[config.mk]
export PLATFORM = sky130hd
export DESIGN_NAME = seq_counter_ctrl
export DESIGN_NICKNAME = d
export VERILOG_FILES = /design/src/rtl/seq_counter_ctrl.sv
export SDC_FILE = /design/constraint.sdc
export NUM_CORES = 1
export LEC_CHECK = 0
export BUFFER_PORTS_ARGS = -buffer_cell sky130_fd_sc_hd__buf_2
export CAP_MARGIN = 20
export CORE_AREA = 2 2 61 63
export CTS_CLUSTER_DIAMETER = 150
export DETAILED_ROUTE_END_ITERATION = 16
export DIE_AREA = 0 0 63 65
export HOLD_SLACK_MARGIN = 0.15
export PLACE_DENSITY = 0.5
export SLEW_MARGIN = 30
export SYNTH_ARGS = -nofsm -noshare
export SYNTH_HDL_FRONTEND = slang
export SYNTH_SLANG_ARGS = --single-unit
export TNS_END_PERCENT = 1
[constraint.sdc]
create_clock -name clk -period 1.9 [get_ports clk]
set_input_delay 0.095 -clock clk [delete_from_list [all_inputs] [get_ports clk]]
set_output_delay 0.095 -clock clk [all_outputs]
set_load 0.1 [all_outputs]
[src/rtl/seq_counter_ctrl.sv]
// Sequence-counter controller: run flip-flop, step code, overrun flag, instruction count.
// Optional single-step PAUSE state enabled by defining SEQ_COUNTER_CTRL_STEP_EN.
module seq_counter_ctrl #(
  parameter int SC_WIDTH   = 4,
  parameter int MAX_STEP   = 15,
  parameter int ICNT_WIDTH = 16
) (
  input  logic                  clk,
  input  logic                  rst_n,
  input  logic                  start,
  input  logic                  halt,
  input  logic                  sc_clr,
  input  logic                  ovf_clr,
`ifdef SEQ_COUNTER_CTRL_STEP_EN
  input  logic                  step_mode,
  input  logic                  step_req,
`endif
  output logic [SC_WIDTH-1:0]   sc_code,
  output logic                  running,
  output logic                  sc_ovf,
  output logic [ICNT_WIDTH-1:0] instr_cnt
);

  typedef enum logic [1:0] {
    S_HALT  = 2'd0,
    S_RUN   = 2'd1,
    S_PAUSE = 2'd2
  } state_t;

  localparam logic [SC_WIDTH-1:0] LP_MAX = SC_WIDTH'(MAX_STEP);
  localparam logic [SC_WIDTH-1:0] LP_ONE = SC_WIDTH'(1);
  localparam logic [ICNT_WIDTH-1:0] LP_IONE = ICNT_WIDTH'(1);

  state_t                r_state;
  logic [SC_WIDTH-1:0]   r_sc;
  logic                  r_ovf;
  logic [ICNT_WIDTH-1:0] r_icnt;

  always_ff @(posedge clk or negedge rst_n) begin
    if (!rst_n) begin
      r_state <= S_HALT;
      r_sc    <= '0;
      r_ovf   <= 1'b0;
      r_icnt  <= '0;
    end else begin
      // A set from overrun below overrides this clear on the same edge.
      if (ovf_clr) r_ovf <= 1'b0;
      case (r_state)
        S_HALT: begin
          r_sc <= '0;
          if (start && !halt) r_state <= S_RUN;
        end
        S_RUN: begin
          if (halt) begin
            r_state <= S_HALT;
            r_sc    <= '0;
          end else if (sc_clr) begin
            r_sc   <= '0;
            r_icnt <= r_icnt + LP_IONE;
`ifdef SEQ_COUNTER_CTRL_STEP_EN
            if (step_mode) r_state <= S_PAUSE;
`endif
          end else if (r_sc == LP_MAX) begin
            r_ovf   <= 1'b1;
            r_sc    <= '0;
            r_state <= S_HALT;
          end else begin
            r_sc <= r_sc + LP_ONE;
          end
        end
`ifdef SEQ_COUNTER_CTRL_STEP_EN
        S_PAUSE: begin
          r_sc <= '0;
          if (halt) r_state <= S_HALT;
          else if (step_req || !step_mode) r_state <= S_RUN;
        end
`endif
        default: begin
          r_state <= S_HALT;
          r_sc    <= '0;
        end
      endcase
    end
  end

  assign sc_code   = r_sc;
  assign running   = (r_state != S_HALT);
  assign sc_ovf    = r_ovf;
  assign instr_cnt = r_icnt;

endmodule

==> qor.yml, run 1 <==
status: "finished clean"
cts_setup_buffers: 0
period_needed_ns: 1.71
drive_gt1_share_pct: 37.0
numCtsBuffers: 3
rsz0062_at_grt: "no"
clock.fmax_mhz: 586
antenna_found_initial: 0
min_period_over_period_pct: 89.9
cp.required_ns: 2.14
row_count: 22
cts.sinks: 22
antenna_cells: 0
holdWs_ns: 0.272
die_area_um2: 4100
pin_count: 28
grt_pass1_vias: 743
crit_path_end_kind: "flip-flop"
start_util_pct: 28.5
fillCellCount: 386
syn_avg_cell_area_um2: 12.0
crit_type: "flip-flop to flip-flop"
ir_drop_v: 0.000484
timing.reg2reg.setup_slack_ns: 0.19
cts_buffer_depth: 2
grt_max_degree: 23
slew_headroom_pct: 67.7
nNetsFinal: 128
drv_slew: 0
synth_area_um2: 995
yosys-top-cells-area: "dfrtp_1 (55%), xnor2_1 (11%), xor2_1 (3.5%), ha_1 (2.5%), nand3_1 (2.5%)"
yosysMostFrequentCell: "dfrtp_1"
clock-root-buffer: "clkbuf_4"
postSynthCellCount: 83
setup_viol: 0
cts_tree: "yes"
die_h_um: 65
ys.flop_type: "dfrtp_1"
slowest_delay_ns: 0.57
grt_pass1_wl_mm: 3.35
die_x_um: 63
synth_top_area_share_pct: 55.3
syn-num-nets: 91
clk_pin_slew_ns: 0.12
hp-class: "primary input to asynchronous set/reset pin"
utilization_pct: 36.5
max_cap_violations: 0
fin_setup_tns_ns: 0
worstPathArrival_ns: 1.95
place.detailed.hpwl_mm: 1.41
syn_to_final_growth_pct: 28.2
synth.distinct_cells: 27
synth_top_cell_by_area: "dfrtp_1"
dr.first_iter.drc_count: 22
hold_violations: 0
synth-seq-cells: 22
critPathLaunchType: "flip-flop"
drt_pass1_iterations: 4
via_per_inst: 4.39
multi_input_area_um2: 433
ys_warn_count: 0
synth_edf_count: 0
seqCellArea_um2: 559
tightest_slew_ns: 0.485
cp_max_fo: 5
postRouteAntennaNets: 0
vias: 733
synthArstFlopShare_pct: 100
ys_seq_area_share_pct: 55.3
skew_ns: 0.00786
p_leak_nw: 0.635
power_per_cell_area_nw_per_um2: 956
gr-total-overflow: 0
remaining_drc_errors: 0
cp_cell_sequence: "ha_1, nand3_1, nor2_1, a211oi_1, dlygate4sd3_1"
cts-htree-levels: 1
crit_path_top_delay_cell: "dlygate4sd3_1"
clkLatencyLatePin_ns: 0.30
wire_per_inst_um: 10.9
totalWireLength_mm: 1.83
grtUsageTotal_pct: 10.5
synth_commonest_cells: "dfrtp_1 (22), xnor2_1 (12), nand2_1 (6), nor2_1 (6), nand3_1 (5)"
io_buffers: 27
gp_congestion: 0.688
fp.coreArea_um2: 3500
==> critical path: cells and delay by family, from the launching register on <==
kind / cells / cell delay, ns
buffers and inverters: 1 / 0.57
DFF: 1 / 0.44
adders and majority gates: 1 / 0.25
AOI/OAI and AO/OA: 1 / 0.22
and+or+nand+nor: 2 / 0.19
==> stage by stage <==
step,worst slack (ns),cells,instance area [um2],power [W]
3_5_place_dp,0.492,158,1200,0.00101
3_3_place_gp,0.538,158,1200,0.00101
2_1_floorplan,-0.00140,83,1000,0.000928
5_1_grt,0.0924,167,1270,0.00130
4_1_cts,0.188,167,1270,0.00124
6_report,0.192,167,1270,0.00122
==> state kept, by name (all words and copies together), names as in the netlist <==
name	flops
instr_cnt	16
sc_code	4
r_state	1
sc_ovf	1
==> per-layer routing <==
layer / up-vias / track usage [%] / part of all wire [%]
met3: 2 / 1.74 / 3.9
li1: 360 / - / -
met4: 0 / 5.83 / 1.5
met5: - / 0 / 0
met2: 15 / 18.2 / 51
met1: 356 / 12.3 / 44
==> report_power, final <==
part / total (W) / leakage (nW) / internal (W) / switching, W
registers: 0.000565 / 0.289 / 0.000512 / 0.0000534
logic: 0.000441 / 0.330 / 0.0000819 / 0.000359
clock network: 0.000213 / 0.0150 / 0.0000816 / 0.000131
total: 0.00122 / 0.635 / 0.000676 / 0.000544
==> repair_timing <==
item                                    in CTS  in global routing
endpoints found under the setup margin       0                  0
hold buffers                                 5                  0
endpoints found under the hold margin       25                  0
gates resized for setup                      0                  0
==> cells in the final DEF, fill, tap and decap left out, types with 2 or more instances in the layout <==
cell type,synthesis,routed
nand2_1,6,6
xnor2_1,12,12
ha_1,2,2
nand4_1,3,3
nand3_1,5,5
and3_1,2,2
nor2_1,6,6
dlygate4sd3_1,0,5
buf_2,0,27
dfrtp_1,22,15
xor2_1,4,4
dfrtp_2,0,7
inv_1,3,3
a21oi_1,2,2
clkbuf_4,0,3
==> cell families after synthesis <==
kind of cell,after synthesis,synth area share [%]
flops,22,55.3
compound gates,5,2.89
fa+ha+maj,2,2.52
buf+inv,3,1.13
xor+xnor,16,14.1
mux,1,1.13
simple gates,34,22.9
==> layout make-up <==
class	instances	share of cell area [%]
inverter	3	0.883
sequential	22	43.9
clock buffer	4	2.06
multi-input combinational	58	34.0
tap	48	4.71
timing repair buffer	32	14.5
==> worst paths after layout <==
kind,start,endpoint,cells after the start
hold reg to reg,instr_cnt[15],instr_cnt[15],1
setup reg to reg,sc_code[0],r_state[0],5
min in group clk,instr_cnt[15],instr_cnt[15],1
hold / removal,rst_n,instr_cnt[13],2
setup / recovery,sc_code[0],r_state[0],5
max in group asynchronous,rst_n,instr_cnt[1],2
(Power assumes the default switching activity.)
==> run 2, diff against run 1 <==
Settings changed: SETUP_SLACK_MARGIN from default to 0.3.
==> run 2 against run 1 <==
  * Flip-flop and latch count stayed put
  * Critical endpoint is now instr_cnt[10]
  * Largest power group unchanged
  * Combinational power hardly changed
  * Worst hold slack improved by 0.0078 ns
  * Clock power about the same
  * Core utilization rose by 0.36 points
  * First-iteration DRC count down 41%
  * Critical path depth unchanged
  * Maximum frequency increased by 20%
  * Via count shrank 0.14%
==> qor.yml, run 2 (synthesized netlist as in run 1, its figures left out) <==
timing.reg2reg.setup_slack_ns: 0.48  # +0.29 ns
cts_setup_buffers: 0  # unchanged
postRouteAntennaNets: 0  # unchanged
die_area_um2: 4100  # unchanged
drive_gt1_share_pct: 42.0  # +5.0 points
cts_buffer_depth: 2  # unchanged
grt_pass1_vias: 714  # -3.9%
cts-resized-gates: 0  # unchanged
skew_ns: 0.00494  # -0.00293 ns
cp_max_fo: 5  # unchanged
placed_cell_area_um2: 1210  # +1.0%
power_per_cell_area_nw_per_um2: 959  # +0.33%
antenna_cells: 0  # unchanged
r2r-end: "instr_cnt[10]"
clkLatencyLatePin_ns: 0.30  # about the same
combPwrFrac_pct: 35.6  # -0.6 points
die_h_um: 65  # unchanged
tightest_slew_ns: 0.491  # +0.00666 ns
gp_congestion: 0.736  # +7.0%
p_switching_w: 0.000547  # +0.70%
antenna_found_initial: 0  # unchanged
p_seq_share_pct: 46.9  # +0.5 points
worst_r2r_path_depth: 5  # unchanged
vias: 732  # -0.14%
totalWireLength_mm: 1.88  # +3.2%
numCtsBuffers: 3  # unchanged
crit_type: "flip-flop to flip-flop"
crit_path_end_kind: "flip-flop"
via_per_inst: 4.38  # -0.14%
clock.fmax_mhz: 704  # +20%
setup_viol: 0  # unchanged
fp.coreArea_um2: 3500  # unchanged
cts.sinks: 22  # unchanged
clk_pin_slew_ns: 0.12  # about the same
pin_count: 28  # unchanged
io_buffers: 27  # unchanged
layout_commonest_cell: "buf_2"
clock-root-buffer: "clkbuf_4"
status: "finished clean"
switching_share_pct: 44.3  # -0.27 points
fin_setup_tns_ns: 0  # unchanged
cts-htree-levels: 1  # unchanged
max_cap_violations: 0  # unchanged
drt_pass1_iterations: 2  # -2
die_x_um: 63  # unchanged
cts_tree: "yes"
period_needed_ns: 1.42  # -0.288 ns
min_period_over_period_pct: 74.7  # -15 points
wire_per_inst_um: 11.3  # +3.2%
power.share.clock_pct: 17.5  # about the same
critPathLaunchType: "flip-flop"
drv_slew: 0  # unchanged
place.detailed.hpwl_mm: 1.46  # +3.3%
ir_drop_v: 0.000488  # +0.76%
remaining_drc_errors: 0  # unchanged
row_count: 22  # unchanged
grtUsageTotal_pct: 10.4  # -0.059 points
grt_pass1_wl_mm: 3.33  # -0.42%
hp-class: "primary input to asynchronous set/reset pin"
largest_reg_flops: 16  # unchanged
grt_max_degree: 23  # unchanged
dr.first_iter.drc_count: 13  # -41%
nNetsFinal: 128  # unchanged
worstPathArrival_ns: 1.61  # -0.34 ns
timing.rr.start: "instr_cnt[0]"
slew_headroom_pct: 67.2  # -0.44 points
start_util_pct: 28.5  # unchanged
syn_to_final_growth_pct: 29.4
rsz0062_at_grt: "no"
internal-power_w: 0.000688  # +1.8%
hold_violations: 0  # unchanged
layout_common_cells: "buf_2 (27), xnor2_1 (12), dfrtp_2 (11)"
p_leak_nw: 0.625  # -1.6%
fin_area_um2: 1290  # +0.98%
cp.required_ns: 2.09  # -0.05 ns
fin_cells: 167  # unchanged
gr-total-overflow: 0  # unchanged
placed_cells_incl_taps: 158  # unchanged
-- run 2: cell counts in the layout (fill, tap and decap cells not counted) --
No cell type changed its count.
-- run 2: what timing repair did --
item | 4_1_cts | 5_1_grt
hold buffers | 5 | 0
setup endpoints to repair | 0 | 0
hold endpoints to repair | 26 | 0
-- run 2: stage by stage --
step	util [%]	power, W	setup slack, ns	hold WS (ns)
CTS	36.8	0.00125	0.458	0.285
global placement	34.6	0.00103	0.510	0.101
global route	36.8	0.00130	0.366	0.317
floorplan	-	0.000943	0.178	-0.201
finish	36.8	0.00124	0.480	0.279
detailed placement	34.6	0.00103	0.483	0.0929
-- run 2: critical path, stage by stage, from the launching register on --
cell	delay, ns
dfrtp_4	0.46
ha_1	0.20
nand4b_4	0.14
nor3_4	0.26
nand3_1	0.12
xnor2_1	0.13
-- run 2: power by group through the flow --
| stage | logic [W] | registers (W) | clock network (W) |
|---|---|---|---|
| 2_1_floorplan | 0.0000706 | 0.000873 | 0 |
| 3_5_place_dp | 0.000437 | 0.000590 | 0 |
| 5_1_grt | 0.000461 | 0.000591 | 0.000252 |
| 6_report | 0.000440 | 0.000580 | 0.000216 |
| 4_1_cts | 0.000445 | 0.000580 | 0.000230 |
| 3_3_place_gp | 0.000440 | 0.000586 | 0 |
-- run 2: final cells by class --
type                            count  area, um2
Sequential cell                    22        572
Fill cell                         375       2210
Tap cell                           48       60.1
Timing Repair Buffer               32        185
Multi-Input combinational cell     58        433
Inverter                            3       11.3
Clock buffer                        4       26.3
-- run 2: how the worst max path moves through the flow --
stage / slack, ns / end / cells past startpoint / from
final: 0.48 / instr_cnt[10] / 5 / instr_cnt[0]
after global routing: 0.37 / instr_cnt[12] / 5 / instr_cnt[0]
after CTS: 0.46 / instr_cnt[10] / 5 / instr_cnt[0]
after detailed placement: 0.48 / instr_cnt[10] / 5 / instr_cnt[0]
after global placement: 0.51 / instr_cnt[14] / 5 / instr_cnt[0]
after floorplan: 0.18 / instr_cnt[13] / 3 / instr_cnt[10]
-- run 2: per-layer routing --
layer | GRT usage (%) | up-vias | part of all wire [%]
met5 | 0 | - | 0
met1 | 11.8 | 354 | 44
met3 | 4.17 | 2 | 4.8
met2 | 18.0 | 15 | 51
li1 | - | 361 | -
met4 | 3.33 | 0 | 0.32
==> run 3, diff against run 2 <==
Clock period 1.9 ns to 1.4 ns, I/O delays scaled along.
==> run 3 against run 2 <==
  * Sequential power rose by 36%
  * Clock power rose by 130%
  * Non-clock buffer count rose by 8
  * Global-route usage rose by 0.89 points
  * Critical endpoint is now instr_cnt[6]
  * Largest power group unchanged
==> qor.yml, run 3 (synthesized netlist as in run 1, its figures left out) <==
power_per_cell_area_nw_per_um2: 1390  # +45%
grt_max_degree: 23  # unchanged
worstPathArrival_ns: 1.58  # -0.03 ns
cp-endpoint: "instr_cnt[6]"
clkLatencyLatePin_ns: 0.32  # +0.02 ns
fillCellCount: 357  # -4.8%
crit_start: "instr_cnt[1]"
min_period_over_period_pct: 95.8  # +21 points
dr_wl_met3_um: 73  # -19%
gp_congestion: 0.704  # -4.4%
drt_pass1_iterations: 2  # unchanged
timing.reg2reg.setup_slack_ns: 0.06  # -0.42 ns
largest_reg_flops: 16  # unchanged
nNetsFinal: 136  # +6.3%
grt_pass1_wl_mm: 3.58  # +7.5%
vias: 770  # +5.2%
grt_pass1_vias: 748  # +4.8%
tightest_slew_ns: 0.500  # +0.00817 ns
drt-met1-wl_um: 943  # +14%
hold_violations: 0  # unchanged
layout_commonest_cell: "buf_2"
antenna_cells: 0  # unchanged
internal-power_w: 0.00120  # +74%
cts.sinks: 22  # unchanged
switching_share_pct: 40.4  # -3.9 points
cp_max_fo: 3  # -2
fin_area_um2: 1450  # +13%
numCtsBuffers: 3  # unchanged
totalWireLength_mm: 2.09  # +11%
die_h_um: 65  # unchanged
via_per_inst: 4.40  # +0.38%
antenna_found_initial: 0  # unchanged
placed_cells_incl_taps: 162  # +2.5%
status: "finished clean"
dr_wl_met2_mm: 1.05  # +8.8%
ir_drop_v: 0.000627  # +28%
die_area_um2: 4100  # unchanged
gr-total-overflow: 0  # unchanged
r2r-end: "instr_cnt[6]"
crit_type: "flip-flop to flip-flop"
row_count: 22  # unchanged
syn_to_final_growth_pct: 45.7
crit_path_end_kind: "flip-flop"
setup_viol: 0  # unchanged
placed_cell_area_um2: 1270  # +5.2%
p_total_w: 0.00201  # +63%
start_util_pct: 28.5  # unchanged
skew_ns: 0.00459  # -0.000349 ns
cts_tree: "yes"
io_buffers: 27  # unchanged
slew_headroom_pct: 66.7  # -0.54 points
timing.rr.start: "instr_cnt[1]"
p_switching_w: 0.000812  # +48%
grtUsageTotal_pct: 11.3  # +0.89 points
fin_cells: 175  # +4.8%
cts-htree-levels: 1  # unchanged
power.share.clock_pct: 25.0  # +7.5 points
remaining_drc_errors: 0  # unchanged
clock.fmax_mhz: 746  # +5.9%
combPwrFrac_pct: 35.6  # about the same
cp.required_ns: 1.63  # -0.46 ns
die_x_um: 63  # unchanged
worst_r2r_path_depth: 5  # unchanged
utilization_pct: 41.4  # +4.6 points
critPathLaunchType: "flip-flop"
postRouteAntennaNets: 0  # unchanged
wire_per_inst_um: 12.0  # +6.1%
holdWs_ns: 0.116  # -0.164 ns
place.detailed.hpwl_mm: 1.52  # +3.9%
cts_buffer_depth: 2  # unchanged
drv_slew: 0  # unchanged
routed.top_layer: "met4"
layout_common_cells: "buf_2 (23), xnor2_1 (12), buf_4 (12)"
max_cap_violations: 0  # unchanged
pin_count: 28  # unchanged
p_leak_nw: 0.694  # +11%
hp-class: "primary input to flip-flop"
p_seq_share_pct: 39.4  # -7.5 points
dr.first_iter.drc_count: 13  # unchanged
drive_gt1_share_pct: 52.8  # +11 points
period_needed_ns: 1.34  # -0.0789 ns
clock-root-buffer: "clkbuf_4"
clk_pin_slew_ns: 0.13  # about the same
rsz0062_at_grt: "yes"
fp.coreArea_um2: 3500  # unchanged
## run 3: changes by cell type in the layout (fill, tap and decap cells not counted), sizes merged
cell	delta
clkbuf	-1
bufinv	+1
buf	+8
## run 3: worst min path at each step
stage	startpoint	end	slack, ns	cells past startpoint
CTS	halt	r_state[0]	-0.06	2
finish	halt	instr_cnt[0]	0.12	3
global placement	rst_n	sc_ovf	0.07	1
floorplan	rst_n	instr_cnt[10]	-0.23	0
global route	sc_clr	instr_cnt[2]	0.15	3
detailed placement	rst_n	sc_ovf	0.07	1
## run 3: cell type report
cell class                      instances  area (um2)  area share, %
Sequential cell                        22         592           40.8
Inverter                                3        11.3          0.777
Timing Repair Buffer                   40         255           17.6
Tap cell                               48        60.1           4.15
Clock inverter                          1        30.0           2.07
Clock buffer                            3        22.5           1.55
Multi-Input combinational cell         58         478           33.0
## run 3: what timing repair did
| action | 4_1_cts | 5_1_grt |
|---|---|---|
| endpoints found under the setup margin | 41 | 42 |
| pin swaps | 4 | 2 |
| buffers inserted | 3 | 1 |
| endpoints found under the hold margin | 26 | 1 |
| gates resized for setup | 5 | 5 |
| hold buffers | 2 | 3 |
## run 3: critical path: stages, from the launching register on
cell      delay, ns
dfrtp_4        0.46
ha_4           0.14
nand4b_4       0.13
or2_4          0.27
nor2_4         0.08
xor2_1         0.18
## run 3: routing by layer
metal / vias up / track usage, %
li1: 372 / -
met2: 17 / 18.4
met1: 377 / 14.1
met4: 0 / 5.83
met5: - / 0
met3: 4 / 2.60
## run 3: stage by stage
stage	setup slack, ns	setup TNS [ns]
detailed placement	0.0519	0
CTS	0.0497	0
global placement	0.0605	0
floorplan	-0.161	-1.47
global route	0.000957	0
finish	0.0589	0
## run 3: power by group through the flow
stage | registers (W) | logic (W) | clock network [W]
floorplan | 0.00120 | 0.000108 | 0
CTS | 0.000786 | 0.000707 | 0.000509
finish | 0.000791 | 0.000715 | 0.000503
detailed placement | 0.000819 | 0.000609 | 0
global route | 0.000805 | 0.000760 | 0.000543
global placement | 0.000819 | 0.000607 | 0
